### src/rtl/ctrl_pkg.sv
// -----------------------------------------------------------------------------
// ctrl_pkg
// Shared definitions for the multicycle controller: FSM state encoding,
// RV32 opcode constants, funct3 values and ALU control encodings.
// -----------------------------------------------------------------------------
package ctrl_pkg;

  typedef enum logic [3:0] {
    IDLE     = 4'd0,
    FETCH    = 4'd1,
    DECODE   = 4'd2,
    EXEC_R   = 4'd3,
    EXEC_I   = 4'd4,
    MEM_ADDR = 4'd5,
    MEM_RD   = 4'd6,
    MEM_WR   = 4'd7,
    WB       = 4'd8,
    BRANCH   = 4'd9,
    HALT     = 4'd10
  } state_t;

  typedef enum logic [2:0] {
    ALU_ADD = 3'b000,
    ALU_SUB = 3'b001,
    ALU_AND = 3'b010,
    ALU_OR  = 3'b011,
    ALU_SLT = 3'b100
  } alu_ctrl_t;

  localparam logic [6:0] OP_R      = 7'b0110011;
  localparam logic [6:0] OP_I      = 7'b0010011;
  localparam logic [6:0] OP_LOAD   = 7'b0000011;
  localparam logic [6:0] OP_STORE  = 7'b0100011;
  localparam logic [6:0] OP_BRANCH = 7'b1100011;

  localparam logic [2:0] F3_ADD_SUB = 3'b000;
  localparam logic [2:0] F3_SLT     = 3'b010;
  localparam logic [2:0] F3_OR      = 3'b110;
  localparam logic [2:0] F3_AND     = 3'b111;
  localparam logic [2:0] F3_BEQ     = 3'b000;
  localparam logic [2:0] F3_BNE     = 3'b001;

  localparam logic [6:0] F7_BASE = 7'b0000000;
  localparam logic [6:0] F7_SUB  = 7'b0100000;

  // State that DECODE moves to for a given opcode, before funct checks.
  function automatic state_t dispatch(input logic [6:0] opcode);
    case (opcode)
      OP_R:               return EXEC_R;
      OP_I:               return EXEC_I;
      OP_LOAD, OP_STORE:  return MEM_ADDR;
      OP_BRANCH:          return BRANCH;
      default:            return HALT;
    endcase
  endfunction

endpackage

### src/rtl/alu_decoder.sv
// -----------------------------------------------------------------------------
// alu_decoder
// Maps the state being entered plus funct3/funct7 to an ALU operation and
// flags encodings the controller does not support.
// Ports:
//   state    in   state the controller is dispatching to
//   funct3   in   instruction bits [14:12]
//   funct7   in   instruction bits [31:25]
//   alu_ctrl out  ALU operation for that state
//   illegal  out  1 when the funct fields are unsupported for that state
// -----------------------------------------------------------------------------
module alu_decoder
  import ctrl_pkg::*;
(
  input  state_t      state,
  input  logic [2:0]  funct3,
  input  logic [6:0]  funct7,
  output alu_ctrl_t   alu_ctrl,
  output logic        illegal
);

  // NOTE: every output gets a default before the case so no path leaves a
  // value unassigned, which would otherwise infer a latch.
  always_comb begin
    alu_ctrl = ALU_ADD;
    illegal  = 1'b0;
    case (state)
      EXEC_R, EXEC_I: begin
        case (funct3)
          F3_ADD_SUB: begin
            // funct7 only selects add/sub for register-register ops.
            if (state == EXEC_I || funct7 == F7_BASE) alu_ctrl = ALU_ADD;
            else if (funct7 == F7_SUB)                alu_ctrl = ALU_SUB;
            else                                      illegal  = 1'b1;
          end
          F3_AND:  alu_ctrl = ALU_AND;
          F3_OR:   alu_ctrl = ALU_OR;
          F3_SLT:  alu_ctrl = ALU_SLT;
          default: illegal  = 1'b1;
        endcase
      end
      MEM_ADDR: alu_ctrl = ALU_ADD;
      BRANCH: begin
        alu_ctrl = ALU_SUB;
        illegal  = !(funct3 == F3_BEQ || funct3 == F3_BNE);
      end
      default: ;
    endcase
  end

endmodule

### src/rtl/multicycle_ctrl.sv
// -----------------------------------------------------------------------------
// multicycle_ctrl
// Multicycle RV32 subset controller: fetches an instruction word, latches it
// into ir, and sequences R-type, I-type, load, store and beq/bne through
// FETCH/DECODE/EXEC/MEM/WB/BRANCH. Unsupported encodings park the FSM in HALT
// until reset.
// Optional build macro MULTICYCLE_PERF_CNT_EN adds cycle_cnt and instret_cnt.
// Ports:
//   clk, rst     clock; asynchronous active-high reset
//   mem_rdata    instruction word, consumed in FETCH when mem_ready=1
//   mem_ready    handshake completion for the current mem_req
//   EQ           ALU equality flag, used in BRANCH
//   ir           latched instruction register
//   mem_req      memory request (FETCH, MEM_RD, MEM_WR)
//   mem_we       write qualifier (MEM_WR)
//   pc_we        PC update, once per retired instruction
//   PCsrc        0 = PC+4, 1 = branch target
//   we           register-file write enable (WB)
//   alu_src      1 = immediate operand
//   mem_to_reg   1 = writeback from memory
//   alu_ctrl     ALU operation (see ctrl_pkg::alu_ctrl_t)
//   halted       FSM is in HALT
//   cycle_cnt, instret_cnt  (MULTICYCLE_PERF_CNT_EN only) perf counters
// -----------------------------------------------------------------------------
module multicycle_ctrl
  import ctrl_pkg::*;
#(
  // Must be at least 32: funct7 is taken from ir[31:25].
  parameter int DATA_WIDTH = 32
) (
  input  logic                  clk,
  input  logic                  rst,
  input  logic [DATA_WIDTH-1:0] mem_rdata,
  input  logic                  mem_ready,
  input  logic                  EQ,
  output logic [DATA_WIDTH-1:0] ir,
  output logic                  mem_req,
  output logic                  mem_we,
  output logic                  pc_we,
  output logic                  PCsrc,
  output logic                  we,
  output logic                  alu_src,
  output logic                  mem_to_reg,
  output logic [2:0]            alu_ctrl,
  output logic                  halted
`ifdef MULTICYCLE_PERF_CNT_EN
  ,
  output logic [31:0]           cycle_cnt,
  output logic [31:0]           instret_cnt
`endif
);

  state_t    state;
  state_t    state_nxt;
  state_t    target;
  alu_ctrl_t dec_alu_ctrl;
  logic      dec_illegal;
  logic      pc_we_q;
  logic      is_load;
  logic      is_itype;

  assign target   = dispatch(ir[6:0]);
  assign is_load  = (ir[6:0] == OP_LOAD);
  assign is_itype = (ir[6:0] == OP_I);

  alu_decoder u_alu_decoder (
    .state    (target),
    .funct3   (ir[14:12]),
    .funct7   (ir[31:25]),
    .alu_ctrl (dec_alu_ctrl),
    .illegal  (dec_illegal)
  );

  always_comb begin
    state_nxt = state;
    case (state)
      IDLE:           state_nxt = FETCH;
      FETCH:          if (mem_ready) state_nxt = DECODE;
      DECODE:         state_nxt = dec_illegal ? HALT : target;
      EXEC_R, EXEC_I: state_nxt = WB;
      MEM_ADDR:       state_nxt = is_load ? MEM_RD : MEM_WR;
      MEM_RD:         if (mem_ready) state_nxt = WB;
      MEM_WR:         if (mem_ready) state_nxt = FETCH;
      WB, BRANCH:     state_nxt = FETCH;
      HALT:           state_nxt = HALT;
      default:        state_nxt = HALT;
    endcase
  end

  // State and Moore outputs share one register stage: each output is
  // computed from the state being entered, so it is a clean flop output
  // for the whole cycle that state is active.
  // NOTE: sequential state uses non-blocking assignments so every flop
  // samples the pre-edge values regardless of statement order.
  always_ff @(posedge clk or posedge rst) begin
    if (rst) begin
      state      <= IDLE;
      ir         <= '0;
      mem_req    <= 1'b0;
      mem_we     <= 1'b0;
      we         <= 1'b0;
      alu_src    <= 1'b0;
      mem_to_reg <= 1'b0;
      alu_ctrl   <= ALU_ADD;
      halted     <= 1'b0;
      pc_we_q    <= 1'b0;
    end else begin
      state <= state_nxt;
      if (state == FETCH && mem_ready) ir <= mem_rdata;
      mem_req    <= (state_nxt == FETCH) || (state_nxt == MEM_RD) ||
                    (state_nxt == MEM_WR);
      mem_we     <= (state_nxt == MEM_WR);
      we         <= (state_nxt == WB);
      // ir is already stable whenever WB is entered, so its opcode is valid.
      mem_to_reg <= (state_nxt == WB) && is_load;
      alu_src    <= (state_nxt == EXEC_I) || (state_nxt == MEM_ADDR) ||
                    ((state_nxt == WB) && (is_load || is_itype));
      // Only DECODE enters the ALU states, where the decoder reflects ir.
      alu_ctrl   <= ((state_nxt == EXEC_R) || (state_nxt == EXEC_I) ||
                     (state_nxt == MEM_ADDR) || (state_nxt == BRANCH))
                    ? dec_alu_ctrl : ALU_ADD;
      pc_we_q    <= (state_nxt == WB) || (state_nxt == BRANCH);
      halted     <= (state_nxt == HALT);
    end
  end

  // A store retires on the cycle its write handshake completes, which cannot
  // be known a cycle ahead; likewise the branch decision needs EQ from the
  // BRANCH cycle itself. Both are gated by the registered state.
  assign pc_we = pc_we_q || (state == MEM_WR && mem_ready);
  assign PCsrc = (state == BRANCH) &&
                 (((ir[14:12] == F3_BEQ) && EQ) ||
                  ((ir[14:12] == F3_BNE) && !EQ));

`ifdef MULTICYCLE_PERF_CNT_EN
  always_ff @(posedge clk or posedge rst) begin
    if (rst) begin
      cycle_cnt   <= '0;
      instret_cnt <= '0;
    end else begin
      cycle_cnt <= cycle_cnt + 32'd1;
      if (pc_we) instret_cnt <= instret_cnt + 32'd1;
    end
  end
`endif

endmodule

### config.mk
export PLATFORM = sky130hd
export DESIGN_NAME = multicycle_ctrl
export DESIGN_NICKNAME = d
export VERILOG_FILES = /design/src/rtl/ctrl_pkg.sv /design/src/rtl/alu_decoder.sv /design/src/rtl/multicycle_ctrl.sv
export SDC_FILE = /design/constraint.sdc
export NUM_CORES = 1
export LEC_CHECK = 0
export CELL_PAD_IN_SITES_DETAIL_PLACEMENT = 1
export CELL_PAD_IN_SITES_GLOBAL_PLACEMENT = 1
export CORE_MARGIN = 2
export CORE_UTILIZATION = 30
export CTS_CLUSTER_DIAMETER = 40
export CTS_CLUSTER_SIZE = 40
export DETAILED_ROUTE_END_ITERATION = 10
export PLACE_DENSITY = 0.71
export RECOVER_POWER = 100
export SYNTH_ARGS = -nofsm -noshare
export SYNTH_HDL_FRONTEND = slang
export SYNTH_HIERARCHICAL = 1
export SYNTH_SLANG_ARGS = --single-unit
export TNS_END_PERCENT = 10
### constraint.sdc
create_clock -name clk -period 6.65 [get_ports clk]
set_input_delay 1.33 -clock clk [delete_from_list [all_inputs] [get_ports clk]]
set_output_delay 1.33 -clock clk [all_outputs]
set_load 0.005 [all_outputs]
==> results.toml <==
[min_path]
min_path_type = "reg2reg"
min-delay-start = "ir[20]$_DFFE_PP0P_"

[global_routing]
grt_usage_pct = 13.9
first_global_vias = 1782
grt_antenna_before_repair = 0
grt_pass1_wl_um = 8890
grt-ovfl-total = 0
grt_max_degree = 47

[synthesis]
syn_inst = 166
synth_top_area_share_pct = 52.0
syn_avg_cell_area_um2 = 13.3
mappedNetlistNets = 202
synth-seq-area-share_pct = 52.0
synth_edf_count = 0
synth.most_common_cell = "dfrtp_1"
synthFlopType = "dfrtp_1"
ys.warnings.count = 6
ys_top_cells_by_count = "dfrtp_1, mux2_2, nor2_1"
synth_cell_types = 51
synthArstFlopShare_pct = 100
ys_ff_latch = 46
syn_area_um2 = 2210
yosys-top-cells-area = "dfrtp_1, mux2_2, nor2_1"
yosysTopAreaCell = "dfrtp_1"

[timing]
worst_slack_ns = 2.19
finalCriticalPeriod_ns = 4.46
finalHoldViolations = 0
setup_violations = 0
fin_setup_tns_ns = 0
clock_skew_ns = 0.00695
rsz0062_at_grt = "no"
drv_slew = 80
timing.fmax_mhz = 224
max_slew_margin_pct = -19.2
period_share_pct = 67.1
tightestPinTransition_ns = 1.79

[run]
maxCapViolations = 2

[detailed_routing]
wl_per_cell_um = 15.6
dr.pass1.iters = 3
vias = 1639
drt_iter0_markers = 72
drc = 0
avgViaCountPerCell = 4.76
drt_wl_total_um = 5350
ant_nets = 0

[placement]
place.gp.congestion = 0.768
pre_cts_ws_ns = 2.71
place_area_um2 = 3070
dpl.hpwl_um = 3920
portBuffers = 78

[floorplanning]
die_h_um = 89.9
core_area_um2 = 7210
ioPinCount = 79
die_area_um2 = 8080
initial_core_util_pct = 30.7
die_w_um = 89.9
rows = 31

[layout]
fill_cells = 787
multi_input_area_um2 = 938
antenna_cells = 0
top_register = "ir"
largest_register_ff_count = 32
seqCellArea_um2 = 1150
reg_top3 = "ir (32), state (4), alu_ctrl (3)"
synthToLayoutAreaGrowth_pct = 41.0
drive_gt1_share_pct = 21.2
postLayoutCellArea_um2 = 3120
layout.nets = 280

[worst_setup_path]
r2r_slack_ns = 2.19
endpoint_kind = "flop"
crit_required_ns = 6.84
path_class = "reg2reg"
crit_fanout = 8
startpoint_type = "flop"
crit_start = "ir[3]$_DFFE_PP0P_"
cp.arrival_ns = 4.65
r2r-start = "ir[3]$_DFFE_PP0P_"

[clocking]
h-tree-depth = 2
numCtsBuffers = 5
cts.sinks = 46
clk_latency_ns = 0.30
cts.repair.resized = 0
cts_tree = "built"
root_buffer = "clkbuf_8"
cts_setup_buffers = 0
clockBufferDepth = 2
cts_hold_buffers = 0
clk_pin_slew_ns = 0.08

[outcome]
violations = "max-capacitance violations, max-slew violations"
status = "finished, violations left"

[power_and_ir_drop]
p_leak_nw = 1.54
powerDensity_nw_per_um2 = 164
ir_drop_mv = 0.0817
-- power by group --
group	switching (mW)	internal, mW	total (mW)	leakage, nW
combinational	0.00868	0.0179	0.0265	0.862
clock	0.0937	0.113	0.206	0.0524
sequential	0	0.279	0.279	0.627
-- metal layers --
layer | part of all wire (%) | vias up | GRT usage [%]
met1 | 42 | 831 | 16.3
met4 | 1.3 | 0 | 4.23
met3 | 6.2 | 6 | 4.61
met5 | 0 | - | 0
li1 | - | 760 | -
met2 | 51 | 42 | 24.1
-- worst paths after layout --
kind,end,cells past startpoint
max,alu_src$_DFF_PP0_,11
min,ir[20]$_DFFE_PP0P_,1
max reg2reg,alu_src$_DFF_PP0_,11
min reg2reg,ir[20]$_DFFE_PP0P_,1
max in group asynchronous,alu_ctrl[0]$_DFF_PP0_,2
min in group asynchronous,ir[10]$_DFFE_PP0P_,2
-- cell usage in the layout (no fill, tap or decap), types with 2 or more instances in the layout --
| cell | n |
|---|---|
| nor3b_1 | 2 |
| and3_1 | 3 |
| nand2_1 | 2 |
| nor2b_1 | 3 |
| inv_1 | 5 |
| nor4b_1 | 2 |
| nor4_1 | 2 |
| dlygate4sd3_1 | 45 |
| clkbuf_8 | 5 |
| and4bb_2 | 2 |
| clkbuf_1 | 2 |
| or2_2 | 2 |
| clkdlybuf4s50_1 | 33 |
| o31ai_1 | 5 |
| a21oi_1 | 2 |
| nand2b_1 | 2 |
| o21ai_0 | 3 |
| nor2_1 | 10 |
| nor3_1 | 4 |
| nand3_1 | 2 |
| a22oi_1 | 2 |
| mux2_2 | 32 |
| dfrtp_1 | 46 |
-- cell families after synthesis --
family	count (synthesis)	synth area share, %
mux	34	17.4
simple gates	46	15.6
xor+xnor	1	0.396
fa+ha+maj	1	0.453
compound gates	26	11.1
buf+inv	12	3.00
flops	46	52.0
-- stage by stage --
step	power, mW	std cells	hold slack [ns]	utilization [%]
after floorplan	0.290	166	0.504	-
after global placement	0.312	336	0.487	42.6
after detailed placement	0.313	336	0.492	42.6
after CTS	0.522	344	0.513	44.1
after global routing	0.535	344	0.528	43.2
final	0.512	344	0.504	43.2
-- cell type report --
cell class / instances / share of cell area, %
Sequential cell: 46 / 36.9
Multi-Input combinational cell: 108 / 30.1
Timing Repair Buffer: 78 / 25.0
Tap cell: 99 / 3.97
Clock buffer: 7 / 2.45
Clock inverter: 1 / 0.963
Inverter: 5 / 0.602
-- worst max-delay path: stages (launching register included) --
cell       delay [ns]
dfrtp_1          0.40
nand4bb_1        0.39
or2_0            0.49
a21oi_1          0.33
nor4b_1          0.77
a21o_2           0.18
a22oi_1          0.11
nor4_1           0.42
nand2_1          0.22
o31ai_1          0.72
nor2_4           0.09
a31o_1           0.24
Power figures use the tool's default switching activity.
